==> src/rtl/cache_pkg.sv <==
// Shared definitions for the cache refill controller: FSM state encodings,
// the default refill timeout and word-alignment helpers.
package cache_pkg;

    typedef logic [2:0] state_t;

    localparam logic [2:0] ST_IDLE = 3'd0;
    localparam logic [2:0] ST_REQ  = 3'd1;
    localparam logic [2:0] ST_WAIT = 3'd2;
    localparam logic [2:0] ST_FILL = 3'd3;
    localparam logic [2:0] ST_ERR  = 3'd4;

    localparam int TIMEOUT_DEFAULT = 255;
    localparam int TIMER_W         = 8;

    localparam logic [31:0] WORD_ADDR_MASK = 32'hFFFF_FFFC;

    function automatic logic [31:0] word_align(input logic [31:0] addr);
        return addr & WORD_ADDR_MASK;
    endfunction

endpackage

==> src/rtl/sat_counter.sv <==
// Event counter that sticks at all-ones instead of wrapping.
module sat_counter #(
    parameter int W = 16
) (
    input  logic         clk,
    input  logic         rst,
    input  logic         inc,
    output logic [W-1:0] count
);

    logic [W-1:0] count_q;
    logic [W-1:0] count_d;

    always_comb begin
        count_d = count_q;
        if (inc && (count_q != {W{1'b1}})) begin
            count_d = count_q + W'(1);
        end
    end

    always_ff @(posedge clk) begin
        if (rst) begin
            count_q <= '0;
        end else begin
            count_q <= count_d;
        end
    end

    assign count = count_q;

endmodule

==> src/rtl/cache_refill_ctrl.sv <==
// Blocking-load cache front end: serves hits directly and refills one word
// from backing memory on a miss, abandoning the refill after TIMEOUT cycles.
module cache_refill_ctrl
    import cache_pkg::*;
#(
    parameter int TIMEOUT = TIMEOUT_DEFAULT,
    parameter int CNT_W   = 16
) (
    input  logic             clk,
    input  logic             rst,
    input  logic             cpu_rd,
    input  logic [31:0]      cpu_addr,
    output logic             stall,
    output logic [31:0]      cpu_rdata,
    output logic             cpu_rdata_valid,
    input  logic             cache_hit,
    input  logic [31:0]      cache_rdata,
    output logic             fill_we,
    output logic [31:0]      fill_addr,
    output logic [31:0]      fill_data,
    output logic             mem_req_valid,
    input  logic             mem_req_ready,
    output logic [31:0]      mem_req_addr,
    input  logic             mem_rsp_valid,
    input  logic [31:0]      mem_rsp_data,
    output logic             err,
    output logic [CNT_W-1:0] hit_cnt,
    output logic [CNT_W-1:0] miss_cnt
);

    localparam logic [TIMER_W-1:0] TIMER_LAST = TIMER_W'(TIMEOUT - 1);

    state_t             state_q, state_d;
    logic [TIMER_W-1:0] timer_q, timer_d;
    logic [31:0]        addr_q, addr_d;
    logic [31:0]        rsp_q, rsp_d;
    logic [31:0]        rdata_q, rdata_d;
    logic               rvalid_q, rvalid_d;
    logic               hit_inc;
    logic               miss_inc;

    always_comb begin
        state_d  = state_q;
        timer_d  = timer_q;
        addr_d   = addr_q;
        rsp_d    = rsp_q;
        rdata_d  = rdata_q;
        rvalid_d = 1'b0;
        hit_inc  = 1'b0;
        miss_inc = 1'b0;
        case (state_q)
            ST_IDLE: begin
                if (cpu_rd) begin
                    if (cache_hit) begin
                        rdata_d  = cache_rdata;
                        rvalid_d = 1'b1;
                        hit_inc  = 1'b1;
                    end else begin
                        addr_d   = word_align(cpu_addr);
                        miss_inc = 1'b1;
                        state_d  = ST_REQ;
                    end
                end
            end
            ST_REQ: begin
                if (mem_req_ready) begin
                    timer_d = '0;
                    state_d = ST_WAIT;
                end
            end
            ST_WAIT: begin
                timer_d = timer_q + TIMER_W'(1);
                // A response in the final wait cycle still wins over the timeout.
                if (mem_rsp_valid) begin
                    rsp_d   = mem_rsp_data;
                    state_d = ST_FILL;
                end else if (timer_q == TIMER_LAST) begin
                    state_d = ST_ERR;
                end
            end
            ST_FILL: begin
                rdata_d  = rsp_q;
                rvalid_d = 1'b1;
                state_d  = ST_IDLE;
            end
            ST_ERR: begin
                rdata_d  = '0;
                rvalid_d = 1'b1;
                state_d  = ST_IDLE;
            end
            default: begin
                state_d = ST_IDLE;
            end
        endcase
    end

    always_ff @(posedge clk) begin
        if (rst) begin
            state_q  <= ST_IDLE;
            timer_q  <= '0;
            addr_q   <= '0;
            rsp_q    <= '0;
            rdata_q  <= '0;
            rvalid_q <= 1'b0;
        end else begin
            state_q  <= state_d;
            timer_q  <= timer_d;
            addr_q   <= addr_d;
            rsp_q    <= rsp_d;
            rdata_q  <= rdata_d;
            rvalid_q <= rvalid_d;
        end
    end

    logic [1:0]       cnt_inc;
    logic [CNT_W-1:0] cnt_val [2];

    assign cnt_inc = {miss_inc, hit_inc};

    genvar gi;
    generate
        for (gi = 0; gi < 2; gi++) begin : g_stat
            sat_counter #(
                .W(CNT_W)
            ) u_cnt (
                .clk   (clk),
                .rst   (rst),
                .inc   (cnt_inc[gi]),
                .count (cnt_val[gi])
            );
        end
    endgenerate

    assign hit_cnt  = cnt_val[0];
    assign miss_cnt = cnt_val[1];

    // Stall is raised in the miss cycle itself so the CPU holds its request.
    assign stall = ((state_q == ST_IDLE) && cpu_rd && !cache_hit) ||
                   (state_q == ST_REQ) || (state_q == ST_WAIT);

    assign mem_req_valid   = (state_q == ST_REQ);
    assign mem_req_addr    = addr_q;
    assign fill_we         = (state_q == ST_FILL);
    assign fill_addr       = addr_q;
    assign fill_data       = rsp_q;
    assign err             = (state_q == ST_ERR);
    assign cpu_rdata       = rdata_q;
    assign cpu_rdata_valid = rvalid_q;

endmodule

==> config.mk <==
export PLATFORM = sky130hd
export DESIGN_NAME = cache_refill_ctrl
export DESIGN_NICKNAME = d
export VERILOG_FILES = /design/src/rtl/cache_pkg.sv /design/src/rtl/sat_counter.sv /design/src/rtl/cache_refill_ctrl.sv
export SDC_FILE = /design/constraint.sdc
export NUM_CORES = 1
export LEC_CHECK = 0
export CAP_MARGIN = 20
export CORE_ASPECT_RATIO = 2
export CORE_MARGIN = 4
export CORE_UTILIZATION = 42
export DETAILED_ROUTE_END_ITERATION = 8
export PLACE_DENSITY = 0.87
export RECOVER_POWER = 50
export SLEW_MARGIN = 20
export SYNTH_ARGS = -nofsm -noshare
export SYNTH_HDL_FRONTEND = slang
export SYNTH_SLANG_ARGS = --single-unit
==> constraint.sdc <==
create_clock -name clk -period 2.25 [get_ports clk]
set_clock_uncertainty 0.15 [all_clocks]
set_input_delay 0.225 -clock clk [delete_from_list [all_inputs] [get_ports clk]]
set_output_delay 0.225 -clock clk [all_outputs]
set_load 0.1 [all_outputs]
==> qor.csv, run 1 <==
metric,value,unit
Tmin final,2.14,ns
Fmax achieved,0.466,GHz
Clock Path Buffers,2,
r2r setup slk,0.17,ns
layout cells sized above 1,27.5,%
Max VDD drop,0.597,mV
Synth-to-Final Area Change,41.3,%
final cell count without fillers,1153,
fin crit share,95.3,%
count of final setup violators,0,
cell family contributing the most delay on the critical path,buffers and inverters,
"critical path, cell by cell","buf_4, and3b_1, buf_6, buf_12",
status,completed,
worst skew pair latency,0.41,ns
WS Path Type,reg2out,
number of synthesized register bits,138,
Synth Instances,735,
unrepaired setup endpoints after global routing,no,
CP max FO,33,
area occupied by multi-input gates,0.00282,mm^2
full die area,0.0165,mm^2
Die Height,178,um
WL final,18600,um
routed vias,6188,
# fillers,1314,
# rows,61,
post-placement setup slack,-0.0742,ns
CTS tree,yes,
register area share after synthesis,45.7,%
total power,7.88,mW
worst r2r dst,g_stat[0].u_cnt.count[9],
CTS Hold Buffers Added,0,
worst hold path class,in2reg,
min-delay src,rst,
R2R cell count,5,
Slew HR,58.4,%
adder-cell area share of the yosys netlist,0.827,%
vias per inst,5.37,
Synth Warn #,0,
mux share of post-synthesis cell area,0.558,%
Pre-antenna DRT Iters,5,
CP Capture Type,output port,
worst slew pin tran,0.616,ns
Placed Cells,1121,
post-synthesis async set-or-reset flop share,0,%
CTS H-tree depth,4,
root buf cell,clkbuf_16,
Worst Path Arrival,1.77,ns
Synth cell types,47,
storage element area,0.00282,mm^2
Hold Path Sink,timer_q[1],
I/O pin cnt,267,
P_leak,3.41,nW
Total Routing Usage GR,21.6,%
Final Hold Fails,0,
maximum capacitance violations,0,
ANT cells,0,
Compound-Gate Fraction of Synth Area,21.8,%
cts bufs inserted,17,
dpl hpwl,13700,um
syn avg cell area,8.23,um^2
"area leader, netlist",dfxtp_1,
Starting Density,43.1,%
Die Span X,92.9,um
setup ws final,0.105,ns
Avg WL per Cell,16.1,um
Port Buffers,260,
DRT iter0 DRCs,274,
Fin Setup TNS,0,ns
first-pass GRT wire length,28500,um
Hold WS,0.0603,ns
Synth Area in Simple Gates,22.6,%
GP Congestion,0.851,
"CTS clk-pin slew, worst paths",0.06,ns
Core Footprint,0.0140,mm^2
Area contributors post-synth,"dfxtp_1 (46%), nand2_1 (8.9%), a21oi_1 (8.2%), a211oi_1 (4.2%), buf_4 (4.2%)",
Final Net Count,1057,
DRC,0,
worst r2r src,g_stat[0].u_cnt.count[0],
largest net degree at the start of global routing,67,
max-slew violations,0,
clk sink count,138,
vias in the first global route,5829,
WHS Path Cells,2,
Critical-path top delay cell,dfxtp_1,
main combinational cell family by area after synthesis,simple AND/OR/NAND/NOR gates,
Pwr Density,922,mW/mm^2
Crit path largest cell delay,0.37,ns
Netlist Area Pre-Place,0.00605,mm^2
Post-synth EDFFs,0,
initial antenna violation count,0,
XOR/XNOR Fraction of Synth Area,0,%
WP data required,1.88,ns
"antenna viol nets, final",0,
Setup crit start kind,flop,
Worst Path Buf+Inv,3,
gr ovfl total,0,
main flop type after synthesis,dfxtp_1,
Yosys top cell area share,45.7,%
## registers in the layout (all words and copies together) (netlist names)
register            count
state_q                 3
cpu_rdata_valid         1
cpu_rdata              32
fill_data              32
fill_addr              30
g_stat.u_cnt.count     32
timer_q                 8
## cells in the final DEF (no fill, tap or decap), drive strengths merged, types with 9 or more instances in the layout
master         instances
clkdlybuf4s50         98
dfxtp                138
o31ai                 20
nor2                  46
o21ai                 13
a21oi                 99
a211oi                34
a22oi                 32
nand2                143
clkbuf               167
or3                    9
inv                   15
or4                   20
buf                   36
nand4                 13
## synthesized netlist by cell type, types with 2 or more instances
master / number
and2_1: 3
buf_4: 34
a21o_1: 4
mux2_2: 3
nand4b_1: 2
o41ai_1: 2
nand3_1: 8
nand2_1: 143
buf_2: 12
a22oi_1: 32
nor2b_1: 4
a21oi_1: 99
nor2_1: 46
and3_1: 5
inv_1: 7
nand3b_1: 3
clkbuf_1: 37
nand2b_1: 3
or4_1: 20
nor3_1: 2
o311ai_0: 3
ha_1: 4
nor4_1: 4
a311oi_1: 2
nand4_1: 13
and4_1: 5
or3_1: 9
buf_1: 5
o21ai_0: 13
o31ai_1: 20
a211oi_1: 34
dfxtp_1: 138
nor3b_1: 2
## logic make-up (layout without fill, tap and decap cells)
logic type               after synthesis  count (layout)
AND/OR/NAND/NOR                      281             281
other                                  1               4
multiplexers                           3               3
adder cells (fa/ha/maj)                4               4
AO/OA/AOI/OAI                        212             212
buffers and inverters                 96             322
flip-flops                           138             138
## worst register-to-register path, delay by kind of cell (launching register included)
family	cells	cell delay, ns
flip-flops	1	0.36
adder cells (fa/ha/maj)	1	0.23
AO/OA/AOI/OAI	1	0.14
AND/OR/NAND/NOR	3	1.12
## layer usage
layer  wire length, um  track usage [%]  vias to the layer above
li1                  -                -                     3037
met1              6570             21.5                     2861
met4               655             10.5                        0
met2             10100             40.2                      244
met5                 0                0                        -
met3              1270             5.98                       46
## stage by stage
stage	instance area, um^2	utilization, %
floorplan	6150	-
global placement	8370	59.6
detailed placement	8370	59.6
CTS	8920	63.5
global route	8550	60.9
finish	8550	60.9
## worst max path at each step
stage | startpoint | to | slack, ns | depth (start not counted)
detailed placement | cpu_rd | g_stat[0].u_cnt.count[7] | -0.07 | 7
global route | g_stat[0].u_cnt.count[0] | g_stat[0].u_cnt.count[9] | 0.02 | 5
global placement | cpu_rd | g_stat[0].u_cnt.count[15] | 0.01 | 7
CTS | state_q[1] | fill_we | 0.01 | 4
finish | state_q[0] | fill_we | 0.11 | 4
floorplan | state_q[0] | stall | -0.08 | 3
## power breakdown
group          switching (mW)  internal (mW)
clock                    1.13           1.46
sequential              0.107           2.60
combinational            2.02          0.558
## timing repair
action	in CTS	in global routing
endpoints found under the setup margin	0	8
endpoints found under the hold margin	0	0
setup buffers	0	0
resized for setup	0	2
## layout make-up
type / instances / area share, %
inverter: 7 / 0.307
multi-input combinational: 504 / 33.0
tap: 189 / 2.77
clock inverter: 14 / 1.24
sequential: 138 / 32.9
timing repair buffer: 283 / 24.6
clock buffer: 18 / 5.14
Power figures use the tool's default switching activity.
==> run 2, diff against run 1 <==
--- a/config.mk
+++ b/config.mk
@@ -7,7 +7,6 @@
 export LEC_CHECK = 0
 export CAP_MARGIN = 20
 export CORE_ASPECT_RATIO = 2
-export CORE_MARGIN = 4
 export CORE_UTILIZATION = 42
 export DETAILED_ROUTE_END_ITERATION = 8
 export PLACE_DENSITY = 0.87
==> run 2 against run 1 <==
Net effect: final cell count is 0.35% higher; critical path depth is 1 higher; die area down 9.6%; via count down 0.11%; first-iteration DRC count decreased by 1.1%; setup slack gained 0.014 ns.
==> qor.csv, run 2 (synthesis gave the netlist of run 1 again) <==
metric,value,unit
status,completed,
GP Congestion,0.794,
CP Capture Type,flop,
"antenna viol nets, final",0,
fin crit share,94.7,%
routed vias,6181,
worst slew pin tran,0.606,ns
initial antenna violation count,0,
Fin Setup TNS,0,ns
"most common cell after layout, fill and taps aside",clkbuf_2,
worst hold path class,in2reg,
worst r2r src,g_stat[0].u_cnt.count[0],
Worst Path Arrival,2.31,ns
storage element area,0.00282,mm^2
WL final,17700,um
clk sink count,138,
Avg WL per Cell,15.3,um
r2r setup slk,0.12,ns
post-CTS setup buffer count,0,
end of the critical path,g_stat[0].u_cnt.count[9],
most frequent cells in the layout,"clkbuf_2 (149), nand2_1 (143), dfxtp_1 (106), a21oi_1 (99), clkdlybuf4s50_1 (98)",
maximum capacitance violations,0,
layout cells sized above 1,27.7,%
CTS H-tree depth,4,
Max VDD drop,0.657,mV
CP startpoint,g_stat[0].u_cnt.count[0],
Slew HR,59.1,%
WS Path Type,reg2reg,
fin area,0.00861,mm^2
Final Hold Fails,0,
first-pass GRT wire length,27800,um
Port Buffers,260,
largest net degree at the start of global routing,45,
Starting Density,43.3,%
CTS Hold Buffers Added,0,
Final Net Count,1061,
DRC,0,
max-slew violations,0,
Setup crit start kind,flop,
ANT cells,0,
total power,8.03,mW
unrepaired setup endpoints after global routing,no,
Synth-to-Final Area Change,42.4,%
worst skew pair latency,0.41,ns
"CTS clk-pin slew, worst paths",0.07,ns
P_leak,3.44,nW
Core Footprint,0.0140,mm^2
count of final setup violators,0,
post-cts sizing count,0,
I/O pin cnt,267,
vias in the first global route,5733,
# rows,61,
Clock Path Buffers,2,
DRT iter0 DRCs,271,
Fmax achieved,0.469,GHz
full die area,0.0149,mm^2
cts bufs inserted,17,
Final Util,61.7,%
Total Routing Usage GR,23.6,%
root buf cell,clkbuf_16,
Pre-antenna DRT Iters,5,
CP max FO,20,
vias per inst,5.34,
dpl hpwl,13100,um
Die Height,172,um
area occupied by multi-input gates,0.00282,mm^2
Placed Area,0.00840,mm^2
R2R cell count,5,
worst r2r dst,g_stat[0].u_cnt.count[9],
CTS tree,yes,
gr ovfl total,0,
Die Span X,86.9,um
Pwr Density,933,mW/mm^2
# fillers,1297,
Tmin final,2.13,ns
WP data required,2.43,ns
[run 2: cell count changes in the layout (fill, tap and decap cells not counted)]
cell	previous run	this run
and4bb_2	1	0
bufinv_16	0	1
inv_4	2	1
buf_4	27	32
inv_8	0	2
clkinv_2	3	1
and4bb_1	0	1
inv_6	6	3
clkbuf_8	1	2
buf_6	1	0
clkinvlp_4	0	2
[run 2: cell type report]
type | instances | area share, %
multi-input combinational | 504 | 32.8
sequential | 138 | 32.7
timing repair buffer | 287 | 24.7
clock buffer | 19 | 5.26
tap | 189 | 2.75
clock inverter | 13 | 1.53
inverter | 7 | 0.305
[run 2: metal layers]
metal,wire length (um),vias to the layer above,track usage [%]
met1,6350,2884,24.5
met2,9820,235,44.1
met3,1160,28,6.19
li1,-,3034,-
met5,0,-,0
met4,397,0,9.13
[run 2: stage by stage]
step | cells | hold WS, ns | setup WS, ns
after floorplan | 738 | 0.151 | -0.0756
after global placement | 1125 | 0.306 | -0.000247
after detailed placement | 1125 | 0.312 | -0.0658
after CTS | 1157 | 0.0143 | 0.123
after global routing | 1157 | 0.0278 | 0.0202
final | 1157 | 0.0273 | 0.119
[run 2: worst min path at each step]
| stage | start | endpoint | depth (start not counted) |
|---|---|---|---|
| CTS | rst | g_stat[1].u_cnt.count[12] | 2 |
| global placement | fill_data[27] | fill_data[27] | 2 |
| floorplan | mem_rsp_valid | state_q[2] | 1 |
| detailed placement | fill_data[27] | fill_data[27] | 2 |
| finish | rst | g_stat[1].u_cnt.count[12] | 2 |
| global route | rst | g_stat[1].u_cnt.count[5] | 2 |
[run 2: critical path, cell delays in order, from the launching register on]
cell and delay, ns:
dfxtp_4 0.36, ha_1 0.23, and4_1 0.22, and4bb_1 0.39, or4_1 0.54, a21oi_1 0.15
[run 2: report_power, final]
group          internal, mW  switching (mW)
logic                 0.567            2.01
clock network          1.61            1.13
registers              2.60           0.109
total                  4.78            3.25
==> run 3, diff against run 2 <==
--- a/config.mk
+++ b/config.mk
@@ -7,9 +7,9 @@
 export LEC_CHECK = 0
 export CAP_MARGIN = 20
 export CORE_ASPECT_RATIO = 2
-export CORE_UTILIZATION = 42
+export CORE_UTILIZATION = 30
 export DETAILED_ROUTE_END_ITERATION = 8
-export PLACE_DENSITY = 0.87
+export PLACE_DENSITY = 0.68
 export RECOVER_POWER = 50
 export SLEW_MARGIN = 20
 export SYNTH_ARGS = -nofsm -noshare
==> run 3 against run 2 <==
Net effect: critical endpoint is now fill_we; critical path type is now reg2out; global-route usage shrank 5.4 points; first-iteration DRC count decreased by 32%; flip-flop and latch count unchanged; final area increased by 1.6%; largest cell class unchanged; maximum frequency decreased by 0.22%; sequential share of layout area is 0.53 points lower; core utilization is 17 points lower; critical path depth fell by 1; setup slack lost 0.0047 ns.
==> qor.csv, run 3 (synthesis gave the netlist of run 1 again) <==
metric,value,unit
area occupied by multi-input gates,0.00282,mm^2
CP startpoint,state_q[0],
worst slew pin tran,0.621,ns
worst hold path class,in2reg,
Seq pwr share,32.7,%
unrepaired setup endpoints after global routing,no,
CTS H-tree depth,4,
Crit path largest cell delay,0.37,ns
GP Congestion,0.758,
clk sink count,138,
Fmax achieved,0.468,GHz
Synth-to-Final Area Change,44.7,%
I/O pin cnt,267,
max-slew violations,0,
"antenna viol nets, final",0,
Worst Path Arrival,1.76,ns
post-CTS setup buffer count,0,
Clock Path Buffers,2,
status,completed,
clock share of power,36.2,%
count of final setup violators,0,
Tmin final,2.14,ns
full die area,0.0208,mm^2
gr ovfl total,0,
WL final,18400,um
CTS Hold Buffers Added,0,
WS Path Type,reg2out,
vias per inst,4.95,
initial antenna violation count,0,
"CTS clk-pin slew, worst paths",0.06,ns
Final Hold Fails,0,
fin crit share,94.9,%
Final Net Count,1060,
total power,8.30,mW
Port Buffers,260,
Die Height,203,um
worst skew pair latency,0.42,ns
cts bufs inserted,17,
Slew HR,58.1,%
maximum capacitance violations,0,
DRC,0,
Starting Density,30.5,%
CP Capture Type,output port,
"most common cell after layout, fill and taps aside",clkbuf_2,
Core Footprint,0.0198,mm^2
Hold WS,0.155,ns
dpl hpwl,13200,um
P_sw,3.22,mW
routed vias,6081,
"critical path, cell by cell","buf_4, and3b_1, buf_8, buf_12",
largest net degree at the start of global routing,62,
# fillers,2055,
min-delay src,rst,
Die Span X,102,um
WP data required,1.88,ns
Max VDD drop,0.501,mV
most frequent cells in the layout,"clkbuf_2 (149), nand2_1 (143), dfxtp_1 (106), a21oi_1 (99), clkdlybuf4s50_1 (98)",
P_leak,3.46,nW
# rows,73,
layout cells sized above 1,27.4,%
post-cts sizing count,1,
Critical-path top delay cell,dfxtp_1,
DRT iter0 DRCs,183,
Setup crit start kind,flop,
Comb pwr share,31.2,%
CP max FO,33,
Pre-antenna DRT Iters,4,
worst r2r src,g_stat[0].u_cnt.count[0],
first-pass GRT wire length,29100,um
CTS tree,yes,
root buf cell,clkbuf_16,
Total Routing Usage GR,18.2,%
vias in the first global route,5721,
Avg WL per Cell,15.0,um
Sw Share,38.8,%
P_int,5.08,mW
ANT cells,0,
Pwr Density,948,mW/mm^2
storage element area,0.00282,mm^2
run 3: worst paths after layout:
kind	cells after the start	to	slack, ns
max	4	fill_we	0.11
min reg2reg	2	fill_addr[5]	0.32
min	2	g_stat[0].u_cnt.count[1]	0.16
max reg2reg	5	g_stat[0].u_cnt.count[9]	0.15
run 3: power groups by stage:
| stage | sequential (mW) | combinational [mW] | clock, mW |
|---|---|---|---|
| floorplan | 3.83 | 0.979 | 0 |
| global placement | 2.76 | 2.70 | 0 |
| detailed placement | 2.77 | 2.71 | 0 |
| CTS | 2.72 | 2.72 | 3.11 |
| global route | 2.73 | 2.71 | 3.21 |
| finish | 2.71 | 2.59 | 3.00 |
run 3: critical path: cells and delay by family, from the launching register on:
| family | cells | cell delay [ns] |
|---|---|---|
| buffers and inverters | 3 | 0.69 |
| flip-flops | 1 | 0.37 |
| AND/OR/NAND/NOR | 1 | 0.27 |
run 3: per-stage QoR:
| stage | std cells | area [um^2] | TNS [ns] | worst slack [ns] | util, % |
|---|---|---|---|---|---|
| after floorplan | 738 | 6150 | -0.0756 | -0.0756 | - |
| after global placement | 1197 | 8490 | -0.211 | -0.0537 | 42.8 |
| after detailed placement | 1197 | 8490 | -1.02 | -0.124 | 42.8 |
| after CTS | 1229 | 9120 | 0 | 0.0500 | 46.0 |
| after global routing | 1229 | 8750 | 0 | 0.0189 | 44.2 |
| final | 1229 | 8750 | 0 | 0.115 | 44.2 |
run 3: final cells by class:
cell class,instances,area share (%)
clock buffer,23,5.70
clock inverter,9,1.54
inverter,7,0.300
multi-input combinational,504,32.3
sequential,138,32.2
tap,262,3.74
timing repair buffer,286,24.3
run 3: routing by layer:
| metal | track usage (%) | share of wire (%) | up-vias |
|---|---|---|---|
| met5 | 0 | 0 | - |
| met4 | 8.93 | 3.0 | 0 |
| met3 | 4.13 | 5.9 | 31 |
| met2 | 33.1 | 54 | 213 |
| met1 | 19.0 | 38 | 2789 |
| li1 | - | - | 3048 |
